$ cat config.mk
export PLATFORM = sky130hd
export DESIGN_NAME = ppm_frame_ctrl
export DESIGN_NICKNAME = d
export VERILOG_FILES = /design/src/rtl/ppm_frame_ctrl.sv
export SDC_FILE = /design/constraint.sdc
export NUM_CORES = 1
export LEC_CHECK = 0
export CORE_ASPECT_RATIO = 0.5
export CORE_MARGIN = 1.5
export CORE_UTILIZATION = 50
export DETAILED_ROUTE_END_ITERATION = 7
export PLACE_DENSITY_LB_ADDON = 0.25
export SYNTH_ARGS = -nofsm -noshare
export SYNTH_HDL_FRONTEND = slang
export SYNTH_SLANG_ARGS = --single-unit
$ cat constraint.sdc
create_clock -name clk16 -period 3.75 [get_ports clk16]
set_input_delay 0.75 -clock clk16 [delete_from_list [all_inputs] [get_ports clk16]]
set_output_delay 0.75 -clock clk16 [all_outputs]
set_load 0.1 [all_outputs]
$ cat src/rtl/ppm_frame_ctrl.sv
// 4-PPM receive sequencer: arms on SOF, samples Din once per slot, decodes symbols into MSB-first bytes.
// Strobes are registered one cycle after the symbol's last cycle; the line cannot be stalled.
module ppm_frame_ctrl #(
    parameter int SLOT_CYCLES  = 16,
    parameter int SAMPLE_POINT = 8,
    parameter int MAX_BYTES    = 16,
    parameter int LEN_W        = $clog2(MAX_BYTES + 1)
) (
    input  logic             clk16,
    input  logic             rst,
    input  logic             en,
    input  logic             Din,
    input  logic             sof_rcv,
    output logic [7:0]       data_out,
    output logic             data_valid,
    output logic             frame_done,
    output logic [LEN_W-1:0] frame_len,
    output logic             err,
    output logic [1:0]       err_code,
    output logic             busy
);
    localparam int CYC_W = (SLOT_CYCLES > 1) ? $clog2(SLOT_CYCLES) : 1;
    localparam logic [CYC_W-1:0] CYC_LAST   = CYC_W'(SLOT_CYCLES - 1);
    localparam logic [CYC_W-1:0] CYC_SAMPLE = CYC_W'(SAMPLE_POINT);
    localparam logic [LEN_W-1:0] BYTES_MAX  = LEN_W'(MAX_BYTES);

    typedef enum logic {IDLE, RECV} state_t;

    state_t           state, state_nxt;
    logic [CYC_W-1:0] cyc_cnt;
    logic [1:0]       slot, sym, sym_val, ev_code;
    logic [LEN_W-1:0] byte_cnt;
    logic [3:0]       pulse_flag, flags_eff;
    logic [7:0]       shifter, sym_byte;
    logic             sample_now, sym_end, ev_valid, ev_done, ev_err;

    // The sample taken on the evaluation cycle itself must count toward that symbol.
    always_comb begin
        sample_now = (cyc_cnt == CYC_SAMPLE);
        sym_end    = (slot == 2'd3) && (cyc_cnt == CYC_LAST);
        flags_eff  = pulse_flag;
        if (sample_now) flags_eff[slot] = ~Din;
        case (flags_eff)
            4'b0010: sym_val = 2'd1;
            4'b0100: sym_val = 2'd2;
            4'b1000: sym_val = 2'd3;
            default: sym_val = 2'd0;
        endcase
    end

    assign sym_byte = {shifter[5:0], sym_val};
    assign busy     = (state == RECV);

    always_comb begin
        state_nxt = state;
        ev_valid  = 1'b0;
        ev_done   = 1'b0;
        ev_err    = 1'b0;
        ev_code   = 2'd0;
        case (state)
            IDLE: if (en && sof_rcv) state_nxt = RECV;
            RECV: begin
                if (!en) begin
                    state_nxt = IDLE;
                end else if (sym_end) begin
                    if ($onehot(flags_eff)) begin
                        if (byte_cnt == BYTES_MAX) begin
                            ev_err    = 1'b1;
                            ev_code   = 2'd3;
                            state_nxt = IDLE;
                        end else if (sym == 2'd3) begin
                            ev_valid = 1'b1;
                        end
                    end else if (flags_eff == 4'b0000) begin
                        state_nxt = IDLE;
                        if (sym == 2'd0 && byte_cnt != '0) begin
                            ev_done = 1'b1;
                        end else begin
                            ev_err  = 1'b1;
                            ev_code = 2'd1;
                        end
                    end else begin
                        ev_err    = 1'b1;
                        ev_code   = 2'd2;
                        state_nxt = IDLE;
                    end
                end
            end
            default: state_nxt = IDLE;
        endcase
    end

    always_ff @(posedge clk16 or posedge rst) begin
        if (rst) state <= IDLE;
        else     state <= state_nxt;
    end

    always_ff @(posedge clk16 or posedge rst) begin
        if (rst) begin
            data_out   <= '0;
            data_valid <= 1'b0;
            frame_done <= 1'b0;
            frame_len  <= '0;
            err        <= 1'b0;
            err_code   <= '0;
            cyc_cnt    <= '0;
            slot       <= '0;
            sym        <= '0;
            byte_cnt   <= '0;
            pulse_flag <= '0;
            shifter    <= '0;
        end else begin
            data_valid <= ev_valid;
            frame_done <= ev_done;
            err        <= ev_err;
            if (ev_valid) data_out  <= sym_byte;
            if (ev_done)  frame_len <= byte_cnt;
            if (ev_err)   err_code  <= ev_code;
            // Counters sit at zero outside RECV so the entry cycle starts clean.
            if (state != RECV) begin
                cyc_cnt    <= '0;
                slot       <= '0;
                sym        <= '0;
                byte_cnt   <= '0;
                pulse_flag <= '0;
                shifter    <= '0;
            end else begin
                cyc_cnt <= (cyc_cnt == CYC_LAST) ? '0 : cyc_cnt + 1'b1;
                if (cyc_cnt == CYC_LAST) slot <= slot + 2'd1;
                if (sym_end) begin
                    sym        <= sym + 2'd1;
                    pulse_flag <= '0;
                    shifter    <= sym_byte;
                    if (ev_valid) byte_cnt <= byte_cnt + 1'b1;
                end else if (sample_now) begin
                    pulse_flag[slot] <= ~Din;
                end
            end
        end
    end
endmodule
==> impl_summary.md, run 1 <==
Min path
The type of the most critical hold path is flip-flop to flip-flop.

Global routing
The total overflow left after global routing is 0. The largest net degree at the start of global routing is 43. The initial antenna violation count was 0. The wire length of the first global-routing pass is 7220 um.

In the global route stage, overall resource usage came out at 0.201. The via count of the first global-routing pass is 1549.

Finish
The number of diodes added for antenna fixing is 0. Compared with the post-synthesis result, the final layout area differs by 21.1%. In the final design database the tool counted 251 nets. The design area is 2600 um^2. The layout cell share with drive strength beyond 1 is 0.172.

Timing
Setup repair after global routing left no endpoint under its margin. The number of max-slew violations in the final report is 0. At the pin with the least slew margin, the transition time is 0.981 ns. After layout, the worst setup slack is 0.217 ns. The final clock period utilization by the worst path is 0.942. The total setup violations reported at the end of the flow is 0. Across the routed clock network, the largest skew measured is 0.00430 ns.

The final number of hold-violating endpoints came to 0. The final critical path time including I/O delays and setup is 3.53 ns. Hold timing on the final database bottoms out at a slack of 0.498 ns. The worst max-slew margin expressed relative to the limit is 0.344. Based on the critical path, the design can be clocked at up to 283 MHz.

Floorplan
From bottom edge to top edge, the die measures 49.3 um. The horizontal die dimension is 95.6 um. Row generation in the floorplan step produced 16 rows.

The effective utilization at floorplan is 0.536. The die covers 4720 um^2. The area of the core is 4000 um^2. 24 I/O pins were placed.

Routing
In the final routed layout, each cell accounts on average for 14.3 um. The detailed-route vias per instance is 5.33. The number of iterations in the first detailed-routing pass is 4. The total wire length after detailed routing is 4100 um.

In this run the remaining antenna-violating nets after routing total 0. For this block, the via count after detailed routing is 1523. The final routed DRC violation total is 0.

The initial detailed-routing violation count is 51.

Worst setup path
On the critical path the largest part of the delay comes from adder cells. Traced cell by cell, the critical path runs through inv_1 -> ha_1 -> nand4b_1 -> mux2i_4 -> inv_1 -> fa_1 -> ha_1 -> ha_1 -> or3b_4 -> o211ai_1 -> nand4bb_2 -> mux2_2. The critical path contains buffers and inverters numbering 2 combined.

For this run, the slowest stage of the critical path takes 0.49 ns. The cell repeated most along the worst path is ha_1. The worst setup path is captured at a flip-flop.

The type of the worst setup path is flip-flop to flip-flop. The signal arrival time at the worst endpoint is 3.71 ns. STA classifies the critical path startpoint as a flip-flop.

For the worst setup path, the data required time is 3.93 ns. In this run the worst path has a maximum fanout of 6. The master of the slowest instance on the critical path is fa_1.

Placed design
The number of port buffers is 23. The total half-perimeter wirelength after legalization and detailed placement is 2890 um. The placed instance area is 2490 um^2.

OpenSTA, run right after detailed placement, puts the worst setup slack at -0.318 ns. The weighted congestion reported at the end of routability-driven placement is 0.784.

Synth
The number of different library cells used by synthesis comes to 38. For this run, the number of Yosys warnings is 0. In the synthesized netlist the dominant register cell turns out to be dfrtp_1. Each instance of the synthesized netlist takes up on average 10.8 um^2. The async set-reset flop share out of synthesis is 1.00. The synthesized design contains 42 register bits. The cell area that synthesis handed to floorplanning was 2150 um^2.

Of the synthesized area, sequential elements account for 0.490. The number of nets handed over by synthesis was 218. The cell count after synthesis is 198. The number of synthesized flops with an enable pin is 0.

Clock network
In this run the clock root is driven by a clkbuf_8. Clock-pin slew was measured on the worst setup and hold paths at 0.08 ns. The clock passes through at most 2 buffers. The buffer count from post-CTS setup fixing is 0. The TritonCTS clock tree is done. The number of buffers inserted by hold repair at cts is 0. The H-tree level count is 2. The tree built by TritonCTS fans out to 42 sinks. TritonCTS created 5 clock buffers. For the worst-skew pair, the clock arrives at the later sink with an insertion delay of 0.29 ns.

Power and ir drop
IR analysis of the VDD net gives a maximum drop of 0.000186 V. In this run the static leakage power is 1.25 nW. The power density over the cells is 307 nW/um^2.

Outcome
The run finished with clean final reports.

Job
The number of maximum-capacitance violations is 0.
## synth_stat cells, types with 7 or more instances
cell type / n / area, um^2
nand2_1: 23 / 86.3
inv_1: 17 / 63.8
mux2_2: 11 / 124
nor2_1: 13 / 48.8
dfrtp_1: 42 / 1050
nand3_1: 7 / 35.0
ha_1: 14 / 175
a21oi_1: 12 / 60.1
mux2i_1: 7 / 70.1
## cells by family after synthesis
family / count (synthesis) / synth area share
muxes: 20 / 0.106
adders and majority gates: 15 / 0.0910
AOI/OAI and AO/OA: 24 / 0.0688
xor gates and xnor gates: 4 / 0.0163
buffers and inverters: 26 / 0.0507
DFF: 42 / 0.490
and+or+nand+nor: 67 / 0.177
## final cells by class
type | instances | area (um^2)
Fill cell | 326 | 1410
Multi-Input combinational cell | 130 | 1000
Timing Repair Buffer | 35 | 324
Clock buffer | 7 | 86.3
Inverter | 17 | 63.8
Sequential cell | 42 | 1050
Clock inverter | 1 | 5.00
Tap cell | 54 | 67.6
## stage by stage
step	std cells	power (W)	util	TNS (ns)
6_report	286	0.000798	0.649	0
2_1_floorplan	198	0.000492	-	0
5_1_grt	286	0.000830	0.649	0
4_1_cts	286	0.000808	0.646	0
3_5_place_dp	278	0.000506	0.621	-5.67
3_3_place_gp	278	0.000505	0.621	-4.30
## metal layers
layer  vias up  global-route usage  wire length (um)
met5         -                   0                 0
met3         0              0.0607               168
met2        22               0.318              1930
met1       762               0.277              2000
met4         0              0.0368                 0
li1        739                   -                 -
## worst register-to-register path, stage by stage, from the launching register on
cell,delay (ns)
dfrtp_1,0.38
inv_1,0.08
ha_1,0.24
nand4b_1,0.18
mux2i_4,0.25
inv_1,0.08
fa_1,0.49
ha_1,0.19
ha_1,0.26
or3b_4,0.46
o211ai_1,0.17
nand4bb_2,0.28
mux2_2,0.36
## report_power, final
group	switching [W]	internal [W]
clock network	0.000154	0.000149
logic	0.0000252	0.00000968
registers	0.00000596	0.000455
## registers in the layout, summed over array words and instances, names as in the netlist
register    cells
shifter         6
cyc_cnt         4
data_out        8
pulse_flag      4
sym             2
err             1
byte_cnt        5
data_valid      1
busy            1
err_code        2
frame_len       5
frame_done      1
slot            2
## timing repair
item,4_1_cts,5_1_grt
setup endpoints to repair,10,14
pin swaps,0,1
resized for setup,2,4
## cell usage in the layout, fill, tap and decap left out, drive strengths merged, types with 2 or more instances in the layout
master	Yosys	routed
nand2b	4	4
nand4b	3	3
dfrtp	42	42
nor4	2	2
nand2	23	23
xnor2	4	4
buf	5	13
nand4	4	4
and3	2	2
o21ai	4	4
clkbuf	4	7
o2bb2ai	2	2
clkdlybuf4s50	0	21
mux2i	8	8
mux2	12	12
nand3	7	7
a21oi	12	12
nor2	13	13
ha	14	14
inv	17	17
or3b	2	2
## final timing paths
check,start,endpoint,slack [ns],depth (start not counted)
hold / removal,data_out[0],data_out[0],0.50,1
setup / recovery,cyc_cnt[0],frame_len[0],0.22,12
setup reg to reg,cyc_cnt[0],frame_len[0],0.22,12
hold reg to reg,data_out[0],data_out[0],0.50,1
max in group asynchronous,rst,frame_len[1],2.50,3
min in group asynchronous,rst,byte_cnt[0],0.89,3
No activity file was read; power rests on OpenSTA's default activity.
==> inputs of run 2 (changes only) <==
--- a/config.mk
+++ b/config.mk
@@ -7,8 +7,9 @@
 export LEC_CHECK = 0
 export CORE_ASPECT_RATIO = 0.5
 export CORE_MARGIN = 1.5
-export CORE_UTILIZATION = 50
+export CORE_UTILIZATION = 60
 export DETAILED_ROUTE_END_ITERATION = 7
+export GPL_TIMING_DRIVEN = 0
 export PLACE_DENSITY_LB_ADDON = 0.25
 export SYNTH_ARGS = -nofsm -noshare
 export SYNTH_HDL_FRONTEND = slang
==> constraint.sdc (replaced) <==
create_clock -name clk16 -period 4.5 [get_ports clk16]
set_input_delay 0.9 -clock clk16 [delete_from_list [all_inputs] [get_ports clk16]]
set_output_delay 0.9 -clock clk16 [all_outputs]
set_load 0.1 [all_outputs]
==> impl_summary.md, run 2 (same netlist as run 1, synthesis figures left out) <==
Outcome
Status: finished, final reports clean (unchanged).

Min path
The type of the most critical hold path is flip-flop to flip-flop (unchanged).

Worst setup path
The type of the worst setup path is input pin to flip-flop (was flip-flop to flip-flop). The maximum single-stage delay on the critical path is 0.56 ns (was 0.49 ns). The required time of the worst setup path was 4.69 ns (was 3.93 ns). The terminus of the critical flop-to-flop path is data_out[3] (was frame_len[0]).

The master of the slowest instance on the critical path is nor4_4 (was fa_1). The critical path depth in cells is 11 (was 12). Critical path, cell by cell: clkdlybuf4s50_1 -> inv_1 -> mux2i_4 -> inv_1 -> fa_1 -> ha_1 -> ha_1 -> or3b_1 -> buf_2 -> nor4_4 -> mux2_2 (was inv_1 -> ha_1 -> nand4b_1 -> mux2i_4 -> inv_1 -> fa_1 -> ha_1 -> ha_1 -> or3b_4 -> o211ai_1 -> nand4bb_2 -> mux2_2). The category of the worst setup path capture point is a flip-flop (unchanged). The critical path's top delay family is adder cells (unchanged). The signal arrival time at the worst endpoint is 4.42 ns (was 3.71 ns). The worst setup path endpoint is data_out[3] (was frame_len[0]). The launch point of the critical path is Din (was cyc_cnt[0]). The critical path launch point type is an input pin (was flip-flop). The depth of the worst register-to-register path is 12 (unchanged). The biggest fanout along the worst timing path was 8 (was 6).

The reg-to-reg setup timing slack is 0.53 ns (was 0.22 ns). The startpoint of the worst register-to-register path is cyc_cnt[0] (unchanged). The number of buffers and inverters on the critical path was 4 (was 2).

Global routing
The initial antenna violation count is 0 (unchanged). The largest net degree at the start of global routing is 43 (unchanged). The global route total overflow is 0 (unchanged). The via count of the first global-routing pass is 1556 (was 1549). The total routing usage reported by global routing came to 0.241 (was 0.201). The wire length of the first global-routing pass is 6950 um (was 7220 um).

Clock network
The number of buffers added by the clock tree synthesis step was 5 (unchanged). The number of buffers inserted by hold repair at cts is 0 (unchanged). The number of sinks driven by the clock tree is 42 (unchanged). The buffer type at the clock tree root is clkbuf_8 (unchanged). The later-pin clock latency in the skew report is 0.30 ns (was 0.29 ns). The TritonCTS clock tree is done (unchanged).

The largest buffer count on any clock path is 2 (unchanged). The buffer count from post-CTS setup fixing is 0 (unchanged). The clock-pin slew on the worst setup and hold paths is 0.08 ns (about the same). The post-cts sizing count was 0 (was 2). The H-tree level count is 2 (unchanged).

Floorplan
The area of the core is 3430 um^2 (was 4000 um^2). The die span in y is 45.3 um (was 49.3 um). The total number of placement rows was 15 (was 16). The horizontal die dimension is 87.6 um (was 95.6 um). The number of primary I/O pins is 24 (unchanged). The effective utilization at floorplan is 0.625 (was 0.536). The area enclosed by the die boundary is 3970 um^2 (was 4720 um^2).

Timing
The final number of hold-violating endpoints is 0 (unchanged). The number of max-slew violations in the final report came to 0 (unchanged). For this run, the top clock speed supported by timing is 237 MHz. The worst clock skew came to 0.00551 ns (was 0.00430 ns).

The transition time at the pin with the least slew margin is 0.970 ns (was 0.981 ns). The worst max-slew margin expressed relative to the limit came to 0.351 (was 0.344). Counting I/O delays and the setup requirement, the final critical path takes 4.23 ns. The total setup violations reported at the end of the flow is 0 (unchanged). Setup repair after global routing missed its margin: false (unchanged). The final clock period utilization by the worst path is 0.939. The final critical-path setup slack is 0.273 ns (was 0.217 ns).

Routing
The detailed-route vias per instance is 5.51 (was 5.33). The average wire per cell in the routed design is 14.9 um (was 14.3 um). The remaining antenna violation count is 0 (unchanged). The final routed DRC violation total is 0 (unchanged). The initial detailed-routing violation count is 103 (was 51). The number of iterations in the first detailed-routing pass was 4 (unchanged). The total number of vias came to 1544 (was 1523). The total wire length after detailed routing is 4180 um (was 4100 um).

Power and ir drop
The maximum resistive drop on vdd is 0.000233 V (was 0.000186 V). The power density over the cells was 279 nW/um^2 (was 307 nW/um^2). The overall power came to 0.000711 W (was 0.000798 W).

The leakage component of the power is 1.22 nW (was 1.25 nW).

Finish
Registers with the most flip-flops: data_out x8, shifter x6 (unchanged). The post-layout utilization of the core was 0.742 (was 0.649). Most frequent cells in the layout: 42 x dfrtp_1, 23 x nand2_1, 23 x clkdlybuf4s50_1 (was 42 x dfrtp_1, 23 x nand2_1, 21 x clkdlybuf4s50_1).

The number of diodes added for antenna fixing is 0 (unchanged). The design area is 2550 um^2 (was 2600 um^2). The net count reported at finish was 248 (was 251). The layout cell share with drive strength beyond 1 is 0.131 (was 0.172). The growth of design area from synthesis to finish is 18.8% (was 21.1%). The register name with the most flops was data_out (unchanged).

The most frequent standard cell in the layout excluding fill and tap cells is dfrtp_1 (unchanged). The number of filler instances in the final layout is 256 (was 326). The number of flip-flops in the largest register is 8 (unchanged).

Placed design
The worst setup slack before clock tree synthesis came to -0.0521 ns (was -0.318 ns). The placed instance area is 2440 um^2 (was 2490 um^2). The weighted congestion reported at the end of routability-driven placement came to 0.779 (was 0.784). The number of port buffers is 23 (unchanged). The total half-perimeter wirelength after legalization and detailed placement was 3040 um (was 2890 um).

Job
The number of maximum-capacitance violations is 0 (unchanged).
-- run 2: changes by cell type in the layout (fill, tap and decap cells not counted), sizes merged --
cell / previous run / this run
buf: 13 / 5
bufinv: 0 / 1
clkbuf: 7 / 9
clkdlybuf4s50: 21 / 23
clkinv: 1 / 2
dlymetal6s2s: 1 / 0
-- run 2: power breakdown --
part | switching [W] | internal [W] | total (W)
combinational | 0.0000252 | 0.00000874 | 0.0000339
sequential | 0.00000151 | 0.000379 | 0.000381
clock | 0.000133 | 0.000163 | 0.000296
total | 0.000160 | 0.000551 | 0.000711
-- run 2: per-stage QoR --
step,instances,TNS [ns],hold WS [ns]
global placement,272,0,0.479
finish,280,0,0.505
floorplan,198,0,0.479
CTS,280,0,0.502
detailed placement,272,-0.235,0.480
global route,280,0,0.508
-- run 2: worst min-delay path by stage --
stage	start	endpoint	slack (ns)	cells after the start
after global placement	data_out[0]	data_out[0]	0.48	1
final	data_out[1]	data_out[1]	0.50	1
after global routing	data_out[0]	data_out[0]	0.51	1
after detailed placement	data_out[0]	data_out[0]	0.48	1
after CTS	data_out[0]	data_out[0]	0.50	1
after floorplan	shifter[4]	data_out[6]	0.48	1
-- run 2: area by class of cell --
type                       instances  area [um^2]  area share
buffer                             9         45.0      0.0177
clock buffer                       5         68.8      0.0270
clock inverter                     3         40.0      0.0157
inverter                          17         63.8      0.0250
multi-input combinational        130          986       0.387
sequential                        42         1050       0.412
tap                               51         63.8      0.0250
timing repair buffer              23          230      0.0903
-- run 2: per-layer routing --
metal / up-vias / global-route usage / part of all wire
met5: - / 0 / 0
met4: 0 / 0.108 / 0.015
met3: 9 / 0.0695 / 0.042
met2: 30 / 0.406 / 0.49
met1: 769 / 0.298 / 0.45
li1: 736 / - / -
==> inputs of run 3 (changes only) <==
--- a/config.mk
+++ b/config.mk
@@ -5,6 +5,7 @@
 export SDC_FILE = /design/constraint.sdc
 export NUM_CORES = 1
 export LEC_CHECK = 0
+export ABC_AREA = 1
 export CORE_ASPECT_RATIO = 0.5
 export CORE_MARGIN = 1.5
 export CORE_UTILIZATION = 60
==> impl_summary.md, run 3 <==
Finish
The register name with the most flops is data_out (unchanged). The most frequent standard cell in the layout excluding fill and tap cells is nand2_1 (was dfrtp_1). The net count reported at finish came to 290 (was 248). Registers with the most flip-flops: data_out x8, shifter x6 (unchanged). Most frequent cells in the layout: 50 x nand2_1, 42 x dfrtp_1, 37 x inv_1 (was 42 x dfrtp_1, 23 x nand2_1, 23 x clkdlybuf4s50_1).

The post-layout utilization of the core is 0.744 (was 0.742). The growth of design area from synthesis to finish is 17.8% (was 18.8%). The layout cell share with drive strength beyond 1 is 0.122 (was 0.131). The number of diodes added for antenna fixing is 0 (unchanged). The number of flip-flops in the largest register is 8 (unchanged).

Routing
The remaining antenna violation count came to 0 (unchanged). The total wire length after detailed routing is 4070 um (was 4180 um). The number of iterations in the first detailed-routing pass is 4 (unchanged). The detailed-route vias per instance is 5.11 (was 5.51). The final routed DRC violation total came to 0 (unchanged). The initial detailed-routing violation count is 52 (was 103). The total number of vias is 1647 (was 1544). The average wire per cell in the routed design was 12.6 um (was 14.9 um).

Clock network
The H-tree level count came to 2 (unchanged). The later-pin clock latency in the skew report was 0.29 ns (was 0.30 ns). The number of buffers inserted by hold repair at cts is 0 (unchanged). The largest buffer count on any clock path is 2 (unchanged). The clock-pin slew on the worst setup and hold paths came to 0.08 ns (about the same).

The number of sinks driven by the clock tree is 42 (unchanged). The buffer count from post-CTS setup fixing is 0 (unchanged). The number of buffers added by the clock tree synthesis step is 5 (unchanged). The buffer type at the clock tree root is clkbuf_8 (unchanged). The TritonCTS clock tree was done (unchanged). The post-cts sizing count was 0 (unchanged).

Placed design
The weighted congestion reported at the end of routability-driven placement is 0.765 (was 0.779). The total half-perimeter wirelength after legalization and detailed placement was 3060 um (was 3040 um). The number of port buffers came to 23 (unchanged).

Synth
The cell area after synthesis was 2180 um^2 (was 2150 um^2). The most frequently used flop master after synthesis is dfrtp_1 (unchanged). The part of the Yosys area used for sequential elements is 0.482 (was 0.490). The flip-flop and latch count after synthesis came to 42 (unchanged). Leading post-synthesis cells by cell area: dfrtp_1 48%, nand2_1 8.6%, ha_1 8.0% (was dfrtp_1 49%, ha_1 8.2%, mux2_2 5.8%). The area share of the leading cell type in the synthesized netlist is 0.482 (was 0.490). The cell with the most instances after synthesis was nand2_1 (was dfrtp_1).

The number of warnings printed during yosys synthesis was 0 (unchanged). The async set-reset flop share out of synthesis is 1.00 (unchanged). The count of cell types in the netlist is 29 (was 38). The post-synthesis area per instance came to 9.09 um^2 (was 10.8 um^2).

The cell count after synthesis is 240 (was 198). The number of nets in the synthesized netlist came to 260 (was 218). Leading post-synthesis cells by instance count: 50 x nand2_1, 42 x dfrtp_1, 38 x inv_1, 19 x o21ai_0, 18 x nor2_1 (was 42 x dfrtp_1, 23 x nand2_1, 17 x inv_1, 14 x ha_1, 13 x nor2_1). The library cell with the largest summed area after synthesis is dfrtp_1 (unchanged).

The number of synthesized flops with an enable pin is 0 (unchanged).

Floorplan
The die span in y is 45.6 um (was 45.3 um). The area enclosed by the die boundary is 4030 um^2 (was 3970 um^2). The horizontal die dimension is 88.3 um (was 87.6 um).

The effective utilization at floorplan was 0.632 (was 0.625). The area of the core was 3450 um^2 (was 3430 um^2). The number of primary I/O pins is 24 (unchanged). The total number of placement rows is 15 (unchanged).

Worst setup path
The depth of the worst register-to-register path is 17 (was 12). The required time of the worst setup path came to 4.68 ns (was 4.69 ns). The critical path launch point type is an input pin (unchanged). The signal arrival time at the worst endpoint came to 4.07 ns (was 4.42 ns). The category of the worst setup path capture point is a flip-flop (unchanged). The type of the worst setup path is input pin to flip-flop (unchanged). The biggest fanout along the worst timing path is 10 (was 8).

Outcome
Status: finished, final reports clean (unchanged).

Job
The number of maximum-capacitance violations came to 0 (unchanged).

Timing
The final number of hold-violating endpoints is 0 (unchanged). The final critical path time including I/O delays and setup is 3.89 ns (was 4.23 ns). The worst clock skew is 0.00547 ns (was 0.00551 ns).

The number of max-slew violations in the final report is 0 (unchanged). The total setup violations reported at the end of the flow is 0 (unchanged). The aggregate negative setup slack is 0 ns (unchanged). The worst max-slew margin expressed relative to the limit is 0.339 (was 0.351). The maximum clock rate was 257 MHz (was 237 MHz).

Setup repair after global routing missed its margin: false (unchanged). The transition time at the pin with the least slew margin is 0.988 ns (was 0.970 ns). The final clock period utilization by the worst path was 0.864 (was 0.939).

Global routing
The global route total overflow came to 0 (unchanged). The via count of the first global-routing pass was 1584 (was 1556). The largest net degree at the start of global routing came to 43 (unchanged). The wire length of the first global-routing pass came to 6840 um (was 6950 um). The total routing usage reported by global routing is 0.230 (was 0.241). The initial antenna violation count was 0 (unchanged).

Power and ir drop
The power density over the cells is 263 nW/um^2 (was 279 nW/um^2). The maximum resistive drop on vdd was 0.000196 V (was 0.000233 V). The leakage component of the power is 1.40 nW (was 1.22 nW).

Min path
The cell depth of the worst min-delay path is 2 (was 1). The type of the most critical hold path is flip-flop to flip-flop (unchanged).
## run 3: area by class of cell
type / count / area [um^2]
Timing Repair Buffer: 23 / 230
Inverter: 41 / 156
Multi-Input combinational cell: 154 / 945
Sequential cell: 42 / 1050
Clock inverter: 2 / 12.5
Clock buffer: 6 / 82.6
Buffer: 3 / 28.8
Tap cell: 51 / 63.8
Fill cell: 266 / 883
## run 3: path summary, 6_finish.rpt
kind                              start            to  slack [ns]
max                                 Din   data_out[4]        0.61
min                        frame_len[0]  frame_len[0]        0.48
max reg2reg                  cyc_cnt[0]   data_out[4]        0.79
min reg2reg                frame_len[0]  frame_len[0]        0.48
max in group asynchronous           rst   data_out[2]        2.85
min in group asynchronous           rst           err        1.12
## run 3: worst max-delay path, cell delays in order
cell and delay, ns:
clkdlybuf4s50_1 0.51, inv_1 0.07, o21ai_0 0.42, inv_1 0.13
fa_1 0.47, ha_1 0.20, ha_1 0.29, nor3_2 0.25
nand2_1 0.14, inv_2 0.10, nand4_4 0.17, nor2_8 0.20
buf_12 0.14, a21oi_1 0.07
## run 3: cell families (layout without fill, tap and decap cells)
| family | after synthesis | after routing | synth area share |
|---|---|---|---|
| AND/OR/NAND/NOR | 102 | 102 | 0.244 |
| buffers and inverters | 44 | 75 | 0.0849 |
| flip-flops | 42 | 42 | 0.482 |
| AO/OA/AOI/OAI | 34 | 34 | 0.0878 |
| adder cells (fa/ha/maj) | 15 | 15 | 0.0895 |
| XOR/XNOR | 3 | 3 | 0.0121 |
## run 3: power breakdown
group	internal, W	switching, W
clock network	0.000123	0.000129
logic	0.00000950	0.0000312
registers	0.000380	0.00000313
## run 3: layer usage
| layer | share of wire | GRT usage |
|---|---|---|
| met4 | 0.018 | 0.0844 |
| met1 | 0.44 | 0.278 |
| met2 | 0.50 | 0.403 |
| met3 | 0.048 | 0.0652 |
| met5 | 0 | 0 |
## run 3: through the flow
| stage | hold WS [ns] | setup WS, ns | power [W] | instances | area [um^2] |
|---|---|---|---|---|---|
| 6_report | 0.477 | 0.610 | 0.000676 | 322 | 2570 |
| 3_5_place_dp | 0.465 | 0.317 | 0.000432 | 314 | 2470 |
| 2_1_floorplan | 0.450 | 1.20 | 0.000418 | 240 | 2180 |
| 5_1_grt | 0.506 | 0.380 | 0.000702 | 322 | 2570 |
| 4_1_cts | 0.486 | 0.618 | 0.000683 | 322 | 2570 |
| 3_3_place_gp | 0.454 | 0.435 | 0.000431 | 314 | 2470 |
